--- config.mk ---
export PLATFORM = sky130hd
export DESIGN_NAME = special_add_unpack
export DESIGN_NICKNAME = d
export VERILOG_FILES = /design/src/rtl/hcordic_pkg.sv /design/src/rtl/special_add_classify.sv /design/src/rtl/special_add_unpack.sv
export SDC_FILE = /design/constraint.sdc
export NUM_CORES = 1
export LEC_CHECK = 0
export BUFFER_PORTS_ARGS = -buffer_cell sky130_fd_sc_hd__buf_2
export CAP_MARGIN = 5
export CORE_MARGIN = 8
export CORE_UTILIZATION = 45
export DETAILED_ROUTE_END_ITERATION = 12
export GPL_ROUTABILITY_DRIVEN = 0
export PLACE_DENSITY = 0.7
export SLEW_MARGIN = 0
export SYNTH_ARGS = -nofsm -noshare
export SYNTH_HDL_FRONTEND = slang
export SYNTH_SLANG_ARGS = --single-unit
export TNS_END_PERCENT = 10
--- constraint.sdc ---
create_clock -name clock -period 2.7 [get_ports clock]
set_input_delay 0.27 -clock clock [delete_from_list [all_inputs] [get_ports clock]]
set_output_delay 0.27 -clock clock [all_outputs]
set_load 0.02 [all_outputs]
--- src/rtl/hcordic_pkg.sv ---
// Shared HCORDIC definitions: opcodes, default add-path opcode mask, format width helpers
// and the canonical quiet-NaN pattern.
package hcordic_pkg;

  localparam logic [3:0] OP_SIN_COS     = 4'd0;
  localparam logic [3:0] OP_SINH_COSH   = 4'd1;
  localparam logic [3:0] OP_ARCTAN      = 4'd2;
  localparam logic [3:0] OP_ARCTANH     = 4'd3;
  localparam logic [3:0] OP_EXPONENTIAL = 4'd4;
  localparam logic [3:0] OP_SQR_ROOT    = 4'd5;
  localparam logic [3:0] OP_DIVISION    = 4'd6;
  localparam logic [3:0] OP_TAN         = 4'd7;
  localparam logic [3:0] OP_TANH        = 4'd8;
  localparam logic [3:0] OP_NAT_LOG     = 4'd9;
  localparam logic [3:0] OP_HYPOTENUSE  = 4'd10;
  localparam logic [3:0] OP_PRE_PROCESS = 4'd11;

  localparam logic [15:0] ADD_OPS_DEFAULT = (16'h0001 << OP_SQR_ROOT) | (16'h0001 << OP_NAT_LOG);

  // Packed operand width: sign + exponent + stored mantissa.
  function automatic int calc_w(input int exp_w, input int man_w);
    return 1 + exp_w + man_w;
  endfunction

  // Unpacked width: sign + exponent + hidden bit + mantissa + three guard bits.
  function automatic int calc_u(input int exp_w, input int man_w);
    return exp_w + man_w + 5;
  endfunction

  // Canonical qNaN: sign set, exponent all ones, only the mantissa MSB set.
  function automatic logic [63:0] qnan_word(input int exp_w, input int man_w);
    logic [63:0] w;
    w = '0;
    w[exp_w + man_w] = 1'b1;
    for (int i = 0; i < exp_w; i++) w[man_w + i] = 1'b1;
    w[man_w - 1] = 1'b1;
    return w;
  endfunction

endpackage

--- src/rtl/special_add_classify.sv ---
// Combinational classifier for one packed operand: NaN/Inf/zero/subnormal flags,
// effective exponent and the unpacked {sign, exp, hidden, mantissa, 3'b000} word.
module special_add_classify
  import hcordic_pkg::*;
#(
  parameter int  EXP_W = 8,
  parameter int  MAN_W = 23,
  localparam int W     = calc_w(EXP_W, MAN_W),
  localparam int U     = calc_u(EXP_W, MAN_W)
) (
  input  logic [W-1:0]     word,
  output logic             is_nan,
  output logic             is_inf,
  output logic             is_zero,
  output logic             is_sub,
  output logic [EXP_W-1:0] eff_exp,
  output logic [U-1:0]     unpacked
);

  logic             sign;
  logic [EXP_W-1:0] exp_field;
  logic [MAN_W-1:0] man;
  logic             exp_ones;
  logic             exp_zero;
  logic             man_zero;

  assign {sign, exp_field, man} = word;
  assign exp_ones = &exp_field;
  assign exp_zero = ~|exp_field;
  assign man_zero = ~|man;

  assign is_nan  = exp_ones & ~man_zero;
  assign is_inf  = exp_ones & man_zero;
  assign is_zero = exp_zero & man_zero;
  assign is_sub  = exp_zero & ~man_zero;

  // Subnormals share the exponent of the smallest normal; only the hidden bit differs.
  assign eff_exp  = exp_zero ? EXP_W'(1) : exp_field;
  assign unpacked = {sign, eff_exp, ~exp_zero, man, 3'b000};

endmodule

--- src/rtl/special_add_unpack.sv ---
// Special-case / unpack stage ahead of the HCORDIC adder, with output register and one skid entry.
// SPECIAL_ADD_SUBNORM_EN: defined -> subnormals unpacked; undefined -> subnormals flushed to signed zero.
module special_add_unpack
  import hcordic_pkg::*;
#(
  parameter int          EXP_W   = 8,
  parameter int          MAN_W   = 23,
  parameter int          TAG_W   = 8,
  parameter logic [15:0] ADD_OPS = ADD_OPS_DEFAULT,
  localparam int         W       = calc_w(EXP_W, MAN_W),
  localparam int         U       = calc_u(EXP_W, MAN_W)
) (
  input  logic             clock,
  input  logic             reset_n,
  input  logic             in_valid,
  output logic             in_ready,
  input  logic [3:0]       opcode,
  input  logic [W-1:0]     cin,
  input  logic [W-1:0]     zin,
  input  logic [W-1:0]     z_pre,
  input  logic [TAG_W-1:0] tag_in,
  output logic             out_valid,
  input  logic             out_ready,
  output logic             idle_out,
  output logic [EXP_W-1:0] difference,
  output logic [U-1:0]     cout,
  output logic [U-1:0]     zout,
  output logic [W-1:0]     sout,
  output logic [3:0]       opcode_out,
  output logic [W-1:0]     z_post,
  output logic [TAG_W-1:0] tag_out
);

  localparam int           BW   = 1 + EXP_W + 2 * U + W + 4 + W + TAG_W;
  localparam logic [W-1:0] QNAN = W'(qnan_word(EXP_W, MAN_W));

  logic             c_nan, c_inf, c_is_zero, c_sub, c_zero;
  logic             z_nan, z_inf, z_is_zero, z_sub, z_zero;
  logic [EXP_W-1:0] c_eff, z_eff;
  logic [U-1:0]     c_unp, z_unp;

  special_add_classify #(.EXP_W(EXP_W), .MAN_W(MAN_W)) c_cls (
    .word(cin), .is_nan(c_nan), .is_inf(c_inf), .is_zero(c_is_zero), .is_sub(c_sub),
    .eff_exp(c_eff), .unpacked(c_unp)
  );

  special_add_classify #(.EXP_W(EXP_W), .MAN_W(MAN_W)) z_cls (
    .word(zin), .is_nan(z_nan), .is_inf(z_inf), .is_zero(z_is_zero), .is_sub(z_sub),
    .eff_exp(z_eff), .unpacked(z_unp)
  );

`ifdef SPECIAL_ADD_SUBNORM_EN
  logic unused_sub;
  assign unused_sub = c_sub ^ z_sub;
  assign c_zero     = c_is_zero;
  assign z_zero     = z_is_zero;
`else
  // Flush-to-zero: a subnormal keeps its sign and follows the zero cases.
  assign c_zero = c_is_zero | c_sub;
  assign z_zero = z_is_zero | z_sub;
`endif

  logic             idle_next;
  logic [EXP_W-1:0] diff_next;
  logic [U-1:0]     cout_next, zout_next;
  logic [W-1:0]     sout_next;

  always_comb begin
    idle_next = 1'b1;
    diff_next = '0;
    cout_next = {{(U-W){1'b0}}, cin};
    zout_next = {{(U-W){1'b0}}, zin};
    sout_next = zin;
    if (ADD_OPS[opcode]) begin
      diff_next = (z_eff >= c_eff) ? (z_eff - c_eff) : (c_eff - z_eff);
      if (c_nan || z_nan) begin
        sout_next = QNAN;
      end else if (c_inf && z_inf && (cin[W-1] != zin[W-1])) begin
        sout_next = QNAN;
      end else if (c_inf) begin
        sout_next = {cin[W-1], {EXP_W{1'b1}}, {MAN_W{1'b0}}};
      end else if (z_inf) begin
        sout_next = {zin[W-1], {EXP_W{1'b1}}, {MAN_W{1'b0}}};
      end else if (c_zero && z_zero) begin
        sout_next = {cin[W-1] & zin[W-1], {(W-1){1'b0}}};
      end else if (c_zero) begin
        sout_next = zin;
      end else if (z_zero) begin
        sout_next = cin;
      end else begin
        idle_next = 1'b0;
        sout_next = '0;
        cout_next = c_unp;
        zout_next = z_unp;
      end
    end
  end

  logic [BW-1:0] beat_next;
  logic [BW-1:0] out_data_reg, skid_data_reg;
  logic          out_valid_reg, skid_full_reg;
  logic          accept;

  assign beat_next = {idle_next, diff_next, cout_next, zout_next, sout_next, opcode, z_pre, tag_in};
  assign in_ready  = ~skid_full_reg;
  assign accept    = in_valid & in_ready;

  // The skid entry is always older than a newly accepted beat, so it drains first.
  always_ff @(posedge clock or negedge reset_n) begin
    if (!reset_n) begin
      out_valid_reg <= 1'b0;
      skid_full_reg <= 1'b0;
      out_data_reg  <= '0;
      skid_data_reg <= '0;
    end else if (!out_valid_reg || out_ready) begin
      if (skid_full_reg) begin
        out_data_reg  <= skid_data_reg;
        out_valid_reg <= 1'b1;
        if (accept) skid_data_reg <= beat_next;
        else        skid_full_reg <= 1'b0;
      end else begin
        out_valid_reg <= accept;
        if (accept) out_data_reg <= beat_next;
      end
    end else if (accept) begin
      skid_data_reg <= beat_next;
      skid_full_reg <= 1'b1;
    end
  end

  assign out_valid = out_valid_reg;
  assign {idle_out, difference, cout, zout, sout, opcode_out, z_post, tag_out} = out_data_reg;

endmodule

==> metrics.md, run 1 <==
| Metric | Value |
|---|---|
| CTS root buffer | clkbuf_16 |
| Most frequent cells in the layout | nand2_1 (388), dfrtp_1 (315), buf_2 (269) |
| CP top delay family | simple AND/OR/NAND/NOR gates |
| CTS clk-pin slew, worst paths | 60 ps |
| First-pass iteration count of the detailed router | 5 |
| Slew @ Worst Pin | 625 ps |
| Crit. End Element | flip-flop |
| Dpl hpwl | 31.5 mm |
| Post-synthesis cell count | 1593 |
| Logic pwr share | 24.1% |
| Layout cell share with drive strength beyond 1 | between 20% and 30% |
| Commonest non-fill, non-tap cell in the layout | nand2_1 |
| GRT overflow | 0 |
| Vias in the first global route | 12700 |
| Syn nets | about 1700 |
| Hold path startpoint | opcode[0] |
| Die height | 199 um |
| Yosys warns | 0 |
| Core area | 0.0333 mm^2 |
| Switch Pwr | 4590 uW |
| Netlist Area Pre-Place | between 0.015 and 0.02 mm^2 |
| Placed Cells | 2253 |
| Final period utilization | 89.3% |
| Hold WC Path Type | primary input to flip-flop |
| Die ar. | between 0.03 and 0.04 mm^2 |
| CP peak stage delay | 380 ps |
| Clock skew | 18.9 ps |
| Status | finished, final reports clean |
| Initial antenna violation count | 1 |
| Global-route wire length before repair | 71.1 mm |
| Crit Reg-Reg Endpoint | out_data_reg[118] |
| Slowest cell on the critical path | fa_2 |
| Non-filler instance count after layout | 2358 |
| Clock Sinks | around 320 |
| TritonCTS clock tree | built |
| Crit path buffers/inverters | 2 |
| Max clock buf depth | 3 |
| Post-route DRC | 0 |
| Htree depth | 2 |
| Sequential power share | 43.3% |
| PD cells | about 770 mW/mm^2 |
| Clk Latency, worst-skew pair | 520 ps |
| Worst hold slack | 45.8 ps |
| Avg Inst Size Synth | roughly 9.5 um^2 |
| Post_cts resized | 0 |
| Reg2reg path depth | 4 |
| Number of cell rows | 67 |
| Worst Hold Path EP | skid_data_reg[40] |
| Kind of critical path | primary input to flip-flop |
| F_max | a little over 0.4 GHz |
| Data required, critical path | 3080 ps |
| Initial Util | 45.4% |
| Flops & latches, synth | 316 |
| Internal power | 9870 uW |
| Vias/cell | 5.39 |
| WL per Instance | 19.0 um |
| Startpoint types | primary input |
| # setup viols final | 0 |
| Synth cell types | 55 |
| Overall Power | 14500 uW |
| Final min period | about 2400 ps |
| Clock Power Share | 32.6% |
| Switching share of power | 31.7% |
| Worst Path Max Fanout | 6 |
| Number of flops mapped to enable cells by yosys | 0 |
| Final ANT Viol Nets | 0 |
| CP cell instances | buf_2 -> nor4_4 -> nand2_2 -> nand2b_1 -> inv_1 -> ha_1 -> fa_2 -> o21ai_4 -> o2111ai_4 -> nand2_2 -> mux2i_1 -> mux2i_1 -> a21oi_1 |
| Global Route Usage Sum | 22.5% |
| WL final | around 45 mm |
| Predominant post-synthesis flop cell | dfrtp_1 |
| Max_cap viols | 0 |
| P&R area growth vs syn | 24.7% |
| I/O Pins | approximately 270 |
| 1st-iter DRT viols | a little under 1000 |
| Seq/Total Area, Yosys | 52.3% |
| RSZ-0062 raised after global routing | false |
| Leak Pwr | 0.00917 uW |
| Largest net degree at the start of global routing | 146 |
| Final Hold Vio Count | 0 |
| Slew HR | 58.3% |
| Clock buffers created by TritonCTS | 35 |
| Reg2reg setup slack | 600 ps |
| Critical Path AT | 2790 ps |
| R2R Path Start | skid_full_reg |
| Hold depth | 3 |
| Fillers | 2908 |
| Worst vdd ir | roughly 400 uV |
| Max Transition Viols Final | 0 |
| Total number of vias | ~13000 |
| DIE WIDTH | 199 um |
| Post-layout net count | a little over 2000 |
| Port bufs | 270 |
| Asr flop ratio synth | 100% |
-- worst max-delay path by stage --
stage,slack [ps],from,depth (start not counted),end
2_1_floorplan,5,zin[28],12,out_data_reg[151]
3_3_place_gp,-140,zin[28],13,out_data_reg[151]
3_5_place_dp,-200,zin[24],13,out_data_reg[155]
4_1_cts,290,skid_full_reg,3,in_ready
5_1_grt,110,zin[24],13,out_data_reg[155]
6_report,290,zin[24],13,out_data_reg[155]
-- tightest hold or removal path, cell delays in order --
cell	delay (ps)
buf_2	150
nand2_1	60
nand2_1	40
-- power groups by stage --
stage / sequential [uW] / combinational, uW / clock, uW
after floorplan: 6840 / 1490 / 0
after detailed placement: 6340 / 3470 / 0
final: 6260 / 3490 / 4720
after global placement: 6290 / 3410 / 0
after CTS: 6260 / 3540 / 4830
after global routing: 6370 / 3860 / 5020
-- kinds of logic after synthesis --
group	after synthesis	synth area share [%]
buf+inv	142	4.00
xor+xnor	6	0.347
fa+ha+maj	18	1.59
mux	172	12.0
compound gates	413	15.4
flops	316	52.3
simple gates	526	14.4
-- metrics by stage --
| stage | setup WS (ps) | instance area (um^2) | setup TNS, ps | utilization [%] |
|---|---|---|---|---|
| final | 289 | 18900 | 0 | 56.7 |
| after global routing | 115 | 18900 | 0 | 56.7 |
| after CTS | 286 | 18900 | 0 | 56.7 |
| after detailed placement | -201 | 17300 | -1780 | 51.9 |
| after global placement | -136 | 17300 | -1050 | 51.9 |
| after floorplan | 5.16 | 15200 | 0 | - |
-- Yosys cell counts, drive strengths merged, types with 4 or more instances --
library cell	instances	area [um^2]
a21o	6	45.0
o21ai	250	1260
nor3	12	81.3
or3	4	25.0
inv	19	71.3
dfrtp	316	7910
o211ai	8	60.1
o21a	21	158
a31oi	5	31.3
a21oi	71	355
a22oi	25	188
nand2b	5	31.3
ha	16	200
nand2	391	1480
mux2	72	811
nand4	6	37.5
mux2i	100	1000
o31ai	5	37.5
nor2	59	224
buf	25	166
and2	4	25.0
clkbuf	98	368
and3	10	62.6
a211oi	4	30.0
nor4	15	93.8
nand3	10	50.1
-- layer usage --
metal	share of wire (%)	global-route usage, %
met1	43	29.9
met4	4.0	9.97
met3	6.9	4.95
met2	47	35.0
met5	0	0
-- what timing repair did --
action | in CTS | in global routing
endpoints found under the hold margin | 103 | 0
buffers inserted | 0 | 0
hold buffers | 43 | 0
-- final cells by class --
class | count | area, um^2 | share of cell area [%]
tap | 448 | 561 | 2.97
inverter | 19 | 71.3 | 0.378
clock inverter | 8 | 105 | 0.557
multi-input combinational | 1135 | 6690 | 35.5
antenna | 1 | 2.50 | 0.0133
sequential | 316 | 7910 | 41.9
clock buffer | 53 | 1030 | 5.49
timing repair buffer | 378 | 2480 | 13.1
No activity file was read; power rests on OpenSTA's default activity.
==> run 2: changes to the inputs <==
==> constraint.sdc (replaced) <==
create_clock -name clock -period 2.49 [get_ports clock]
set_input_delay 0.249 -clock clock [delete_from_list [all_inputs] [get_ports clock]]
set_output_delay 0.249 -clock clock [all_outputs]
set_load 0.02 [all_outputs]
==> run 2 against run 1 <==
  * Register-to-register slack got worse by 100 ps
  * Sequential power increased by 8.5%
  * Critical endpoint is now out_data_reg[59]
  * Critical path type unchanged
  * Utilization increased by 1.2 points
  * Highest routed layer is now met5
  * Sequential cell count unchanged
  * Final area increased by 2.1%
==> metrics.md, run 2 (synthesis results as in run 1) <==
| Metric | Value |
|---|---|
| Post-layout net count | between 2000 and 2500 |
| Die ar. | 0.0397 mm^2 |
| Layout cell share with drive strength beyond 1 | 26.8% |
| Final ANT Viol Nets | 0 |
| GRT overflow | 0 |
| Crit Reg-Reg Endpoint | out_data_reg[59] |
| Commonest non-fill, non-tap cell in the layout | nand2_1 |
| Clock buffers created by TritonCTS | 36 |
| Leak Pwr | 0.00937 uW |
| Max clock buf depth | 3 |
| Clk Latency, worst-skew pair | roughly 520 ps |
| Global Route Usage Sum | between 20% and 30% |
| Die height | 199 um |
| Hold WC Path Type | primary input to flip-flop |
| Global-route wire length before repair | 73.0 mm |
| TritonCTS clock tree | built |
| Slew @ Worst Pin | ~1200 ps |
| # Post-CTS Setup Buffers | 0 |
| First-pass iteration count of the detailed router | 6 |
| Reg2reg path depth | 4 |
| Critical Path AT | 2860 ps |
| Worst Path Max Fanout | 18 |
| Core area | 0.0333 mm^2 |
| Worst vdd ir | 487 uV |
| Status | finished, final reports clean |
| CTS clk-pin slew, worst paths | 60 ps |
| Kind of critical path | primary input to flip-flop |
| Hold depth | 3 |
| Port bufs | 270 |
| Fillers | 2898 |
| Crit. End Element | flip-flop |
| Area after DPL | 0.0176 mm^2 |
| Worst hold slack | 43.7 ps |
| Vias/cell | 5.42 |
| # setup viols final | 0 |
| Clock skew | 12.4 ps |
| Final period utilization | 96.5% |
| RSZ-0062 raised after global routing | true |
| Clock Sinks | 316 |
| Total number of vias | 13000 |
| WL final | 46.9 mm |
| Htree depth | 2 |
| I/O Pins | 271 |
| Max Transition Viols Final | 0 |
| Slew HR | 17.6% |
| CTS root buffer | clkbuf_16 |
| Startpoint types | primary input |
| WL per Instance | just under 20 um |
| Hold path startpoint | out_ready |
| Number of cell rows | 67 |
| PD cells | 839 mW/mm^2 |
| Dpl hpwl | 33.4 mm |
| F_max | approximately 0.42 GHz |
| Worst Hold Path EP | out_valid |
| R2R Path Start | skid_full_reg |
| Most frequent cells in the layout | nand2_1 (388), dfrtp_1 (315), buf_2 (269) |
| Final Hold Vio Count | 0 |
| Final instance area | 0.0192 mm^2 |
| Data required, critical path | 2950 ps |
| Post-route DRC | 0 |
| Initial antenna violation count | 7 |
| Reg2reg setup slack | 500 ps |
| Final min period | roughly 2400 ps |
| Initial Util | 45.4% |
| Max_cap viols | 0 |
| P&R area growth vs syn | 27.2% |
| 1st-iter DRT viols | 906 |
| DIE WIDTH | 199 um |
| Largest net degree at the start of global routing | roughly 160 |
| Vias in the first global route | 12800 |
[run 2: worst max path at each step]
stage	from	endpoint	slack, ps	depth (start not counted)
floorplan	zin[29]	skid_data_reg[151]	-70	12
global placement	cin[24]	out_data_reg[61]	-290	10
detailed placement	cin[30]	skid_data_reg[151]	-380	13
CTS	cin[30]	skid_data_reg[151]	150	13
global route	cin[25]	out_data_reg[152]	-10	14
finish	cin[24]	out_data_reg[59]	90	10
[run 2: through the flow]
stage                     utilization [%]  total power [uW]  std cells  setup slack, ps  TNS [ps]
after floorplan                         -              9040       1593            -72.4      -350
after global placement               52.9             10600       2290             -288     -8510
after detailed placement             52.9             10700       2290             -380    -10410
after CTS                            57.8             16300       2394              153         0
after global routing                 57.8             17000       2400            -12.6     -18.8
final                                57.8             16100       2401             86.5         0
[run 2: per-layer routing]
metal	global-route usage (%)	wire length, um	up-vias
met5	0	12	-
met4	11.6	2170	2
met3	4.58	2840	121
met2	36.1	21600	432
met1	30.9	20300	6332
li1	-	-	6130
[run 2: power by group]
part | switching (uW) | internal, uW | total [uW] | leakage, uW
Sequential | 596 | 6190 | 6790 | 0.00392
Clock | 2110 | 3350 | 5460 | 0.000597
Combinational | 2400 | 1500 | 3890 | 0.00486
[run 2: repair_timing]
item                       CTS  global route
hold endpoints to repair   119             0
setup endpoints to repair    0             5
resized for setup            0             2
hold buffers                41             0
[run 2: layout make-up]
| class | instances | area (um^2) | share of cell area [%] |
|---|---|---|---|
| Antenna cell | 7 | 17.5 | 0.0910 |
| Clock inverter | 11 | 165 | 0.858 |
| Inverter | 19 | 71.3 | 0.371 |
| Clock buffer | 52 | 1050 | 5.47 |
| Multi-Input combinational cell | 1135 | 6710 | 34.8 |
| Tap cell | 448 | 561 | 2.91 |
| Sequential cell | 316 | 7910 | 41.1 |
| Timing Repair Buffer | 413 | 2760 | 14.4 |
[run 2: worst max-delay path, cell delays in order]
cell and delay (ps):
buf_2 110, buf_4 180, nand4_1 140, o2111ai_2 200
or2_0 310, nor3_2 940, buf_4 290, a22oi_1 90
a21oi_1 180, mux2_2 170
==> run 3: changes to the inputs <==
--- a/config.mk
+++ b/config.mk
@@ -5,13 +5,14 @@
 export SDC_FILE = /design/constraint.sdc
 export NUM_CORES = 1
 export LEC_CHECK = 0
+export ABC_AREA = 1
 export BUFFER_PORTS_ARGS = -buffer_cell sky130_fd_sc_hd__buf_2
 export CAP_MARGIN = 5
 export CORE_MARGIN = 8
 export CORE_UTILIZATION = 45
 export DETAILED_ROUTE_END_ITERATION = 12
 export GPL_ROUTABILITY_DRIVEN = 0
-export PLACE_DENSITY = 0.7
+export PLACE_DENSITY = 0.69
 export SLEW_MARGIN = 0
 export SYNTH_ARGS = -nofsm -noshare
 export SYNTH_HDL_FRONTEND = slang
==> run 3 against run 2 <==
  * Combinational power increased by 2%
  * Via count increased by 22%
  * Clock skew decreased by 1.6 ps
==> metrics.md, run 3 <==
| Metric | Value |
|---|---|
| Most numerous cell in the Yosys netlist | nand2_1 |
| WL final | 53.3 mm |
| Syn nets | 2315 |
| Hold WC Path Type | primary input to flip-flop |
| Leak Pwr | 0.0103 uW |
| CTS root buffer | clkbuf_16 |
| RSZ-0062 raised after global routing | false |
| Dpl hpwl | 36.4 mm |
| Final min period | 2230 ps |
| Initial antenna violation count | 8 |
| CP peak stage delay | ~530 ps |
| Die ar. | 0.0422 mm^2 |
| F_max | roughly 0.45 GHz |
| CP most frequent cell | buf_4 |
| Area leader, netlist | dfrtp_1 |
| 1st-iter DRT viols | 1476 |
| Non-filler instance count after layout | 2946 |
| Seq/Total Area, Yosys | between 40% and 50% |
| Max_cap viols | 0 |
| Die height | roughly 200 um |
| Avg Inst Size Synth | about 7.4 um^2 |
| Largest net degree at the start of global routing | 205 |
| Clock buffers created by TritonCTS | 36 |
| Final TNS setup | 0 ps |
| Most frequent cells in the layout | nand2_1 (833), dfrtp_1 (315), buf_2 (269) |
| Slew HR | roughly a third |
| Worst hold slack | 31.6 ps |
| Final ANT Viol Nets | 0 |
| Layout cell share with drive strength beyond 1 | 17.3% |
| Critical Path AT | approximately 2700 ps |
| Global-route wire length before repair | approximately 84 mm |
| Synth cell types | 36 |
| Post-route DRC | 0 |
| TritonCTS clock tree | built |
| WL per Instance | 18.1 um |
| Number of flops mapped to enable cells by yosys | 0 |
| Share of the synthesized area in the top cell type | 49.0% |
| Netlist Area Pre-Place | roughly 0.016 mm^2 |
| Initial Util | between 40% and 50% |
| I/O Pins | 271 |
| Clock skew | 10.8 ps |
| Startpoint types | primary input |
| CP cell instances | dlygate4sd3_1 -> buf_2 -> inv_1 -> nand2_1 -> nor3_4 -> buf_4 -> clkinv_1 -> buf_4 -> or2_2 -> o21ai_0 -> o21a_1 |
| Core area | 0.0354 mm^2 |
| Placed Cells | 2835 |
| Vias/cell | 5.38 |
| Worst vdd ir | 580 uV |
| GRT overflow | 0 |
| Total number of vias | 15800 |
| Clock Sinks | approximately 320 |
| Final Hold Vio Count | 0 |
| Data required, critical path | roughly 3000 ps |
| Predominant post-synthesis flop cell | dfrtp_1 |
| Number of cell rows | 69 |
| Crit. End Element | flip-flop |
| Asr flop ratio synth | 100% |
| Port bufs | between 200 and 300 |
| PD cells | just over 800 mW/mm^2 |
| Clk Latency, worst-skew pair | 530 ps |
| Slowest cell on the critical path | dlygate4sd3_1 |
| DIE WIDTH | 205 um |
| Yosys warns | 0 |
| Max clock buf depth | 3 |
| CTS clk-pin slew, worst paths | 60 ps |
| Kind of critical path | primary input to flip-flop |
| Max Transition Viols Final | 0 |
| Slew @ Worst Pin | 994 ps |
| Post-synthesis cell count | 2185 |
| Finished Core Util | 56.4% |
| Synth top cells by count | nand2_1 (833), dfrtp_1 (316), nor2_1 (160) |
| Post-layout net count | approximately 2600 |
| Status | finished, final reports clean |
| Commonest non-fill, non-tap cell in the layout | nand2_1 |
| Htree depth | 2 |
| P&R area growth vs syn | 23.7% |
| Leading post-synthesis cells by cell area | dfrtp_1 (49%), nand2_1 (19%), o21ai_0 (4.9%) |
| Final period utilization | around nine tenths |
| Vias in the first global route | 15300 |
| Flops & latches, synth | 316 |
| First-pass iteration count of the detailed router | 6 |
| # setup viols final | 0 |
| Worst Path Max Fanout | 15 |
| Global Route Usage Sum | 24.7% |
==> run 3: what timing repair did <==
item | 4_1_cts | 5_1_grt
buffers inserted | 0 | 0
hold buffers | 45 | 0
gates resized for setup | 0 | 0
endpoints found under the setup margin | 0 | 0
hold endpoints to repair | 140 | 0
==> run 3: path summary, 6_finish.rpt <==
path / startpoint / end / slack, ps / cells after the start
max in group asynchronous: reset_n / out_data_reg[28] / 1440 / 3
min in group asynchronous: reset_n / out_data_reg[123] / 260 / 2
worst max register to register: skid_full_reg / out_data_reg[39] / 360 / 6
worst min-delay path: zin[1] / skid_data_reg[77] / 30 / 3
worst min register to register: out_data_reg[122] / out_data_reg[122] / 470 / 2
worst max-delay path: opcode[1] / out_data_reg[148] / 260 / 11
==> run 3: critical path: cells and delay by family <==
kind / cells / cell delay, ps
AOI/OAI and AO/OA: 2 / 350
buffers and inverters: 6 / 1320
and+or+nand+nor: 3 / 770
==> run 3: cell type report <==
class	count	area (um^2)
Timing Repair Buffer	388	2570
Tap cell	461	577
Antenna cell	4	10.0
Sequential cell	316	7910
Multi-Input combinational cell	1586	7080
Fill cell	3265	15400
Inverter	129	498
Clock buffer	48	1050
Clock inverter	14	263
==> run 3: logic make-up after synthesis <==
| group | synth area share (%) |
|---|---|
| compound gates | 13.9 |
| xor+xnor | 0.434 |
| fa+ha+maj | 1.49 |
| buf+inv | 7.25 |
| flops | 49.0 |
| simple gates | 27.9 |
==> run 3: routing by layer <==
layer  vias up  global-route usage [%]  part of all wire (%)
li1       7536                       -                     -
met1      7551                    33.5                    42
met2       619                    37.7                    45
met3       130                    6.03                   8.9
met4         8                    9.98                   3.9
met5         -                       0                  0.10
==> run 3: through the flow <==
step / setup WS, ps / total power [uW] / instance area, um^2
2_1_floorplan: 33.9 / 9030 / 16100
3_3_place_gp: 92.8 / 10500 / 18200
3_5_place_dp: 24.8 / 10700 / 18200
4_1_cts: 246 / 16700 / 19900
5_1_grt: 164 / 17400 / 20000
6_report: 260 / 16500 / 20000
==> run 3: where the power goes <==
| part | switching (uW) | internal [uW] | leakage [uW] |
|---|---|---|---|
| Clock | 2220 | 3690 | 0.000642 |
| Combinational | 2650 | 1300 | 0.00576 |
| Sequential | 516 | 6170 | 0.00387 |
